**config.mk**
```make
export PLATFORM = sky130hd
export DESIGN_NAME = dram_refresh_responder
export DESIGN_NICKNAME = d
export VERILOG_FILES = /design/src/rtl/refresh_pkg.sv /design/src/rtl/refresh_timer.sv /design/src/rtl/dram_refresh_responder.sv
export SDC_FILE = /design/constraint.sdc
export NUM_CORES = 1
export LEC_CHECK = 0
export CAP_MARGIN = 15
export CORE_MARGIN = 5
export CORE_UTILIZATION = 45
export DETAILED_ROUTE_END_ITERATION = 8
export HOLD_SLACK_MARGIN = 0.06
export MAX_ROUTING_LAYER = met4
export PLACE_DENSITY = 0.72
export SYNTH_ARGS = -nofsm -noshare
export SYNTH_HDL_FRONTEND = slang
export SYNTH_SLANG_ARGS = --single-unit
```
**constraint.sdc**
```tcl
create_clock -name sys_clk -period 1.37 [get_ports sys_clk]
set_input_delay 0.274 -clock sys_clk [delete_from_list [all_inputs] [get_ports sys_clk]]
set_output_delay 0.274 -clock sys_clk [all_outputs]
set_load 0.01 [all_outputs]
```
**src/rtl/refresh_pkg.sv**
```systemverilog
// Shared state encoding and default timing for the DRAM refresh responder.
package refresh_pkg;

  typedef enum logic [2:0] {
    ST_IDLE,
    ST_REQ,
    ST_CSU,
    ST_RAS,
    ST_PRE
  } state_t;

  localparam int DEF_NBANK     = 2;
  localparam int DEF_TCSR      = 1;
  localparam int DEF_TRAS      = 3;
  localparam int DEF_TRP       = 2;
  localparam int DEF_MAX_BURST = 4;

  function automatic int max4(input int a, input int b, input int c, input int d);
    int m;
    m = a;
    if (b > m) m = b;
    if (c > m) m = c;
    if (d > m) m = d;
    return m;
  endfunction

endpackage

```
**src/rtl/refresh_timer.sv**
```systemverilog
// Phase down-counter shared by CSU/RAS/PRE; loads and decrements only on ce.
module refresh_timer #(
  parameter int W = 3
) (
  input  logic         sys_clk,
  input  logic         resetl,
  input  logic         i_ce,
  input  logic         i_load,
  input  logic [W-1:0] i_load_val,
  input  logic         i_dec,
  output logic         o_done
);

  logic [W-1:0] r_cnt;

  always_ff @(posedge sys_clk) begin
    if (!resetl) begin
      r_cnt <= '0;
    end else if (i_ce) begin
      if (i_load)                     r_cnt <= i_load_val;
      else if (i_dec && r_cnt != '0)  r_cnt <= r_cnt - 1'b1;
    end
  end

  assign o_done = (r_cnt == '0);

endmodule

```
**src/rtl/dram_refresh_responder.sv**
```systemverilog
// CBR refresh engine: wins the memory bus, runs CAS-before-RAS, acks each refresh.
// Define REFRESH_BURST_EN to allow back-to-back refreshes under one bus tenure.
module dram_refresh_responder
  import refresh_pkg::*;
#(
  parameter int NBANK     = DEF_NBANK,
  parameter int TCSR      = DEF_TCSR,
  parameter int TRAS      = DEF_TRAS,
  parameter int TRP       = DEF_TRP,
  parameter int MAX_BURST = DEF_MAX_BURST
) (
  input  logic             sys_clk,
  input  logic             resetl,
  input  logic             ce,
  input  logic             refreq,
  input  logic             dram_en,
  input  logic             bus_gnt,
  output logic             bus_req,
  output logic [NBANK-1:0] rasl,
  output logic             casl,
  output logic             ack,
  output logic             refbusy
);

  localparam int TW = $clog2(max4(TCSR, TRAS, TRP, MAX_BURST)) + 1;

  state_t           r_state, w_state;
  logic             r_guard, w_guard;
  logic             r_bus_req, w_bus_req;
  logic [NBANK-1:0] r_rasl, w_rasl;
  logic             r_casl, w_casl;
  logic             r_ack, w_ack;
  logic             w_tmr_load, w_tmr_dec, w_tmr_done;
  logic [TW-1:0]    w_tmr_val;
`ifdef REFRESH_BURST_EN
  logic [TW-1:0]    r_burst_cnt, w_burst_cnt;
`endif

  refresh_timer #(.W(TW)) u_timer (
    .sys_clk    (sys_clk),
    .resetl     (resetl),
    .i_ce       (ce),
    .i_load     (w_tmr_load),
    .i_load_val (w_tmr_val),
    .i_dec      (w_tmr_dec),
    .o_done     (w_tmr_done)
  );

  always_ff @(posedge sys_clk) begin
    if (!resetl) begin
      r_state   <= ST_IDLE;
      r_guard   <= 1'b0;
      r_bus_req <= 1'b0;
      r_rasl    <= '1;
      r_casl    <= 1'b1;
      r_ack     <= 1'b0;
`ifdef REFRESH_BURST_EN
      r_burst_cnt <= '0;
`endif
    end else begin
      r_state   <= w_state;
      r_guard   <= w_guard;
      r_bus_req <= w_bus_req;
      r_rasl    <= w_rasl;
      r_casl    <= w_casl;
      r_ack     <= w_ack;
`ifdef REFRESH_BURST_EN
      r_burst_cnt <= w_burst_cnt;
`endif
    end
  end

  // ack defaults low every sys_clk so it is exactly one sys_clk wide.
  always_comb begin
    w_state    = r_state;
    w_guard    = r_guard;
    w_bus_req  = r_bus_req;
    w_rasl     = r_rasl;
    w_casl     = r_casl;
    w_ack      = 1'b0;
    w_tmr_load = 1'b0;
    w_tmr_dec  = 1'b0;
    w_tmr_val  = '0;
`ifdef REFRESH_BURST_EN
    w_burst_cnt = r_burst_cnt;
`endif
    if (ce) begin
      case (r_state)
        ST_IDLE: begin
`ifdef REFRESH_BURST_EN
          w_burst_cnt = '0;
`endif
          if (r_guard) begin
            w_guard = 1'b0;
          end else if (refreq && dram_en) begin
            w_state   = ST_REQ;
            w_bus_req = 1'b1;
          end
        end
        ST_REQ: begin
          if (!refreq || !dram_en) begin
            w_state   = ST_IDLE;
            w_bus_req = 1'b0;
          end else if (bus_gnt) begin
            w_state    = ST_CSU;
            w_casl     = 1'b0;
            w_tmr_load = 1'b1;
            w_tmr_val  = TW'(TCSR - 1);
          end
        end
        ST_CSU: begin
          if (w_tmr_done) begin
            w_state    = ST_RAS;
            w_rasl     = '0;
            w_tmr_load = 1'b1;
            w_tmr_val  = TW'(TRAS - 1);
          end else begin
            w_tmr_dec = 1'b1;
          end
        end
        ST_RAS: begin
          if (w_tmr_done) begin
            w_state    = ST_PRE;
            w_rasl     = '1;
            w_casl     = 1'b1;
            w_tmr_load = 1'b1;
            w_tmr_val  = TW'(TRP - 1);
          end else begin
            w_tmr_dec = 1'b1;
          end
        end
        ST_PRE: begin
`ifdef REFRESH_BURST_EN
          // guard high in PRE marks the extra ce spent re-sampling refreq after ack
          if (r_guard) begin
            w_guard = 1'b0;
            if (refreq && dram_en) begin
              w_state     = ST_CSU;
              w_casl      = 1'b0;
              w_tmr_load  = 1'b1;
              w_tmr_val   = TW'(TCSR - 1);
              w_burst_cnt = r_burst_cnt + 1'b1;
            end else begin
              w_state   = ST_IDLE;
              w_bus_req = 1'b0;
            end
          end else if (w_tmr_done) begin
            w_ack   = 1'b1;
            w_guard = 1'b1;
            if (!(refreq && dram_en && r_burst_cnt < TW'(MAX_BURST - 1))) begin
              w_state   = ST_IDLE;
              w_bus_req = 1'b0;
            end
          end else begin
            w_tmr_dec = 1'b1;
          end
`else
          if (w_tmr_done) begin
            w_ack     = 1'b1;
            w_guard   = 1'b1;
            w_state   = ST_IDLE;
            w_bus_req = 1'b0;
          end else begin
            w_tmr_dec = 1'b1;
          end
`endif
        end
        default: begin
          w_state   = ST_IDLE;
          w_bus_req = 1'b0;
          w_rasl    = '1;
          w_casl    = 1'b1;
        end
      endcase
    end
  end

  assign bus_req = r_bus_req;
  assign rasl    = r_rasl;
  assign casl    = r_casl;
  assign ack     = r_ack;
  assign refbusy = (r_state != ST_IDLE);

endmodule

```
-- Word level (Yosys, flattened, before mapping)
Index checks and enable logic that the tools add are counted.
- $add $sub $neg: 1
- equality and inequality tests: 13
- muxes and demuxes: 34
- bitwise logic cells: 3
- reduce and logical (&&, ||, !) cells: 22
- operators by type and width (operator ; number):
    2-to-1 mux 3 bit ; 9
    2-to-1 mux 1 bit ; 15
    one-hot mux 3 bit (5 select lines) ; 1
    inequality test 2 bit, second input constant ; 5
    OR reduction 3 bit ; 3
    AND reduction 7 bit ; 1
    equality test 3 x 2 -> 1 bit, second input constant ; 2
    logical NOT 3 bit ; 2
    2-to-1 mux 2 bit ; 3
    inequality test 2 x 1 -> 1 bit, second input constant ; 3
    one-hot mux 2 bit (3 select lines) ; 1
    AND reduction 3 bit ; 2
    AND reduction 6 bit ; 1
    nonzero test 3 bit ; 2
    AND reduction 5 bit ; 1
    one-hot mux 1 bit (2 select lines) ; 2
    one-hot mux 1 bit (4 select lines) ; 1
    one-hot mux 2 bit (2 select lines) ; 1
    AND reduction 4 bit ; 1
    nonzero test 2 bit ; 2
    equality test 3 x 1 -> 1 bit, second input constant ; 1
    equality test 3 bit, second input constant ; 1
    inequality test 3 bit, second input constant ; 1
    inverter 1 bit ; 3
    other kinds (7) ; 9
- register bits: 12
- input port bits: 6
- output and inout bits: 6
- logic and storage cells: 80

-- Logic depth before layout (Yosys ltp)
- word-level depth: 7
- depth in mapped cells: 6
- depth with buffers taken out: 6

-- By module
A second synthesis with hierarchy kept.
- cell total of the unflattened synthesis: 98
- area, all modules: 748.2 sq um
- by module, submodules not included (module ; instances ; cells each ; area each (sq um) ; seq. area each (sq um)):
    dram_refresh_responder ; 1 ; 73 ; 545.5 ; 160.2
    refresh_timer ; 1 ; 25 ; 202.7 ; 60.1

-- Least setup slack after synthesis
No wires, ideal clock.
- path type: reg-to-reg
- start point: reg u_timer.r_cnt[0]
- end point: reg u_timer.r_cnt[0]
- setup time: 0.122 ns
- arrival time: 1.311 ns
- required time: 1.248 ns
- path slack: -0.062 ns
- cell stages (with the launch flop): 7
- path buffers: 0
- period minus slack after synthesis: 1.432 ns
- cells stage by stage: dfxtp_1 inv_1 ha_1 and3b_4 a21oi_1 nor3_2 o311a_1
- word-level cells in the longest chain between the ends: 7
- elaborated cells on any way between the ends: 16
- classes of those cells: 1 x add/sub; 10 x mux; 5 x reduce/logical
- ends and longest elaborated chain (item ; line ; text):
    start: declaration ; refresh_timer.sv:14 ; logic [W-1:0] r_cnt;
    start signal: assignment ; refresh_timer.sv:20 ; if (i_load) r_cnt <= i_load_val;
    start signal: assignment ; refresh_timer.sv:21 ; else if (i_dec && r_cnt != '0) r_cnt <= r_cnt - 1'b1;
    logical NOT 3 bit ; refresh_timer.sv:25 ; assign o_done = (r_cnt == '0);
    2-to-1 mux 1 bit ; dram_refresh_responder.sv:112, dram_refresh_responder.sv:122, dram_refresh_responder.sv:158 ;
    2-to-1 mux 1 bit ; -- ;
    2-to-1 mux 1 bit ; dram_refresh_responder.sv:87 ; if (ce) begin
    logical AND 1 bit ; refresh_timer.sv:21 ;
    nonzero test 2 bit (no line) ; -- ;
    AND reduction 2 bit (no line) ; -- ;
Several ways; a longest one is shown, not always the timed one. The select of a mux whose other input is x is not followed.
A chain may end at the register's enable or synchronous reset.

-- Worst setup path after layout
Ends and elaborated chain as after synthesis.

==> summary.json <==
{
  "port_buffers": 11,
  "worst-endpoint-required_ps": 1540,
  "synth_largest_area_cell": "dfxtp_1",
  "drtIter0Drc": 11,
  "maxSlewHeadroom": 0.816,
  "critPathCaptureType": "flop",
  "edff_count_synth": 0,
  "setup_ws_ps": -24.1,
  "cts_root_buf": "clkbuf_4",
  "skew_ps": 3.30,
  "fillers": 117,
  "grt.overflow.total": 0,
  "remaining_drc_errors": 0,
  "synthesis.yosys.warnings": 0,
  "layout.area.seq_um2": 231,
  "clk_pin_slew_ps": 80,
  "cpPeakStageDelay_ps": 350,
  "synth_nets": 89,
  "seq_area_frac_synth": 0.309,
  "floorplan.rows": 14,
  "crit_buf_inv": 1,
  "reported_max_cap_violation_count": 0,
  "io-pin-count": 12,
  "h-tree-depth": 1,
  "tritoncts_buffer_count": 3,
  "width_of_the_chip_um": 49.8,
  "synth.top_cell.area_share": 0.309,
  "drt-vias-per-instance": 5.78,
  "cp_cell_sequence": "inv_2 > ha_4 > and3b_4 > a21oi_2 > nor3_2 > o311a_1",
  "critical-path-slowest-cell": "o311a_1",
  "synth_area_leaders": "dfxtp_1, o2111ai_1, ha_1",
  "antenna_violating_nets_post_route": 0,
  "netlist_area_um2": 713,
  "detailedPlacementHpwl_mm": 1.42,
  "fin_nets": 123,
  "power.density_nw_per_um2": 662,
  "rsz0062_at_grt": "yes",
  "synth_top_flop_cell": "dfxtp_1",
  "fp.dieH_um": 49.8,
  "finalPower_w": 0.000711,
  "hold_violations": 0,
  "worst_slew_pin_slew_ps": 276,
  "areaGrowthSynthToFinish_pct": 50.5,
  "dr_total_vias": 752,
  "start_util": 0.473,
  "cts.sink_count": 11,
  "ys_types": 40,
  "clk-insertion-delay-late_ps": 280,
  "number_of_iterations_in_the_first_detailed_routing_pass": 4,
  "power.static_leakage_nw": 0.463,
  "synth_most_common_cell": "dfxtp_1",
  "drive_gt1_frac": 0.456,
  "grt_max_degree": 10,
  "core_area_um2": 1510,
  "path_max_fanout": 4,
  "asyncSetResetFlopFracSynth": 0,
  "die-area_um2": 2480,
  "tritoncts": "yes",
  "critPathKind": "reg -> reg",
  "wire_length_of_the_first_global_routing_pass_mm": 3.50,
  "final_min_period_over_clock_period": 1.02,
  "setup_total_negative_slack_ps": -28.3,
  "period_minus_slack_ps": 1390,
  "peakVddDrop_uv": 493,
  "grt.total_usage": 0.182,
  "worst_ep_arrival_time_ps": 1560,
  "post_synth_inst_count": 81,
  "nature_of_the_critical_path_startpoint": "flop",
  "finalMaxSlewViolations": 0,
  "cell_family_contributing_the_most_delay_on_the_critical_path": "compound AO/OA/AOI/OAI gates",
  "violations": "negative setup slack",
  "run_status": "finished, violations left",
  "synth-seq-cells": 11,
  "highest_clock_rate_mhz": 717,
  "ys_top_cells_by_count": "dfxtp_1, inv_1, a21oi_1, nor2_1",
  "first_global_vias": 790,
  "drt-wirelength-per-cell_um": 15.7,
  "total_area_of_multi_input_combinational_cells_um2": 497,
  "place.gp.congestion": 0.842,
  "min_path_type": "reg -> reg",
  "finalSetupViolCount": 2,
  "antenna_violations_before_repair": 0,
  "wirelength_mm": 2.04,
  "antenna-diode-count": 0,
  "synthesis.area_per_instance_um2": 8.80,
  "maximum_root_to_sink_buffer_count": 2
}
-- final cells by class --
class,instances,share of cell area
clock buffers,4,0.0245
inverters,6,0.0210
multi-input cells,59,0.463
flip-flops and latches,11,0.216
well taps,16,0.0186
repair buffers,34,0.258
-- flip-flops by register name, indices dropped and copies added (netlist names) --
signal / cells
rasl: 1
bus_req: 1
casl: 1
r_state: 3
ack: 1
r_guard: 1
u_timer.r_cnt: 3
-- cell families (layout without fill, tap and decap cells) --
logic type      after synthesis  in the layout  share of synthesized area
mux                           2              2                     0.0281
flops                        11             11                      0.309
buf+inv                      11             44                     0.0807
xor+xnor                      1              1                     0.0123
fa+ha+maj                     2              2                     0.0351
simple gates                 29             29                      0.268
compound gates               25             25                      0.267
-- per-layer routing --
layer | vias to the layer above | GRT usage | wire length (um) | part of all wire
met3 | 4 | 0.0452 | 73 | 0.036
met2 | 18 | 0.267 | 970 | 0.48
met5 | - | - | 0 | 0
met4 | 0 | 0.0655 | 38 | 0.019
li1 | 370 | - | - | -
met1 | 360 | 0.240 | 955 | 0.47
-- worst reg2reg max path, cell delays in order, from the launching register on --
cell and delay (ps):
dfxtp_2 340, inv_2 50, ha_4 160, and3b_4 200, a21oi_2 110, nor3_2 70, o311a_1 350
-- path summary, 6_finish.rpt --
| path | start | endpoint | slack, ps | depth (start not counted) |
|---|---|---|---|---|
| min reg2reg | casl | casl | 470 | 1 |
| max reg2reg | u_timer.r_cnt[0] | u_timer.r_cnt[0] | -20 | 6 |
| min | casl | casl | 470 | 1 |
| max | u_timer.r_cnt[0] | u_timer.r_cnt[0] | -20 | 6 |
-- stage by stage --
stage	hold WS [ps]	instances	worst slack [ps]	area [um^2]	utilization
finish	470	130	-24.1	1070	0.713
global route	503	130	-75.8	1070	0.713
CTS	462	128	-35.1	1040	0.689
detailed placement	444	121	-330	950	0.630
global placement	442	121	-271	950	0.630
floorplan	454	81	3.17	719	-
-- what timing repair did --
action | CTS | global route
endpoints found under the setup margin | 15 | 10
gates resized for setup | 26 | 7
hold buffers | 0 | 0
setup buffers | 4 | 2
pin swaps | 6 | 12
-- power by group --
part           internal (W)  switching (W)
combinational     0.0000709      0.0000665
sequential         0.000325      0.0000103
clock              0.000113       0.000126
-- placed cells by master, fill, tap and decap left out, drive strengths merged --
cell type and n:
buf 23, dlymetal6s2s 1, nand3b 1, o311a 1
nand3 2, nor2 5, o2111ai 3, o221a 2
mux2i 2, dfxtp 11, nor3b 1, ha 2
and3b 1, or3 3, o21ai 5, nand4 1
a21oi 4, nor3 5, xor2 1, clkdlybuf4s50 3
o32ai 1, dlygate4sd2 6, a22oi 1, nor2b 3
nand2b 2, clkbuf 5, nand2 3, a32oi 1
o21a 2, a31o 1, a221o 1, a21o 2
inv 6, and4b 1, a211o 1, nand4b 1
No activity file was read; power rests on OpenSTA's default activity.
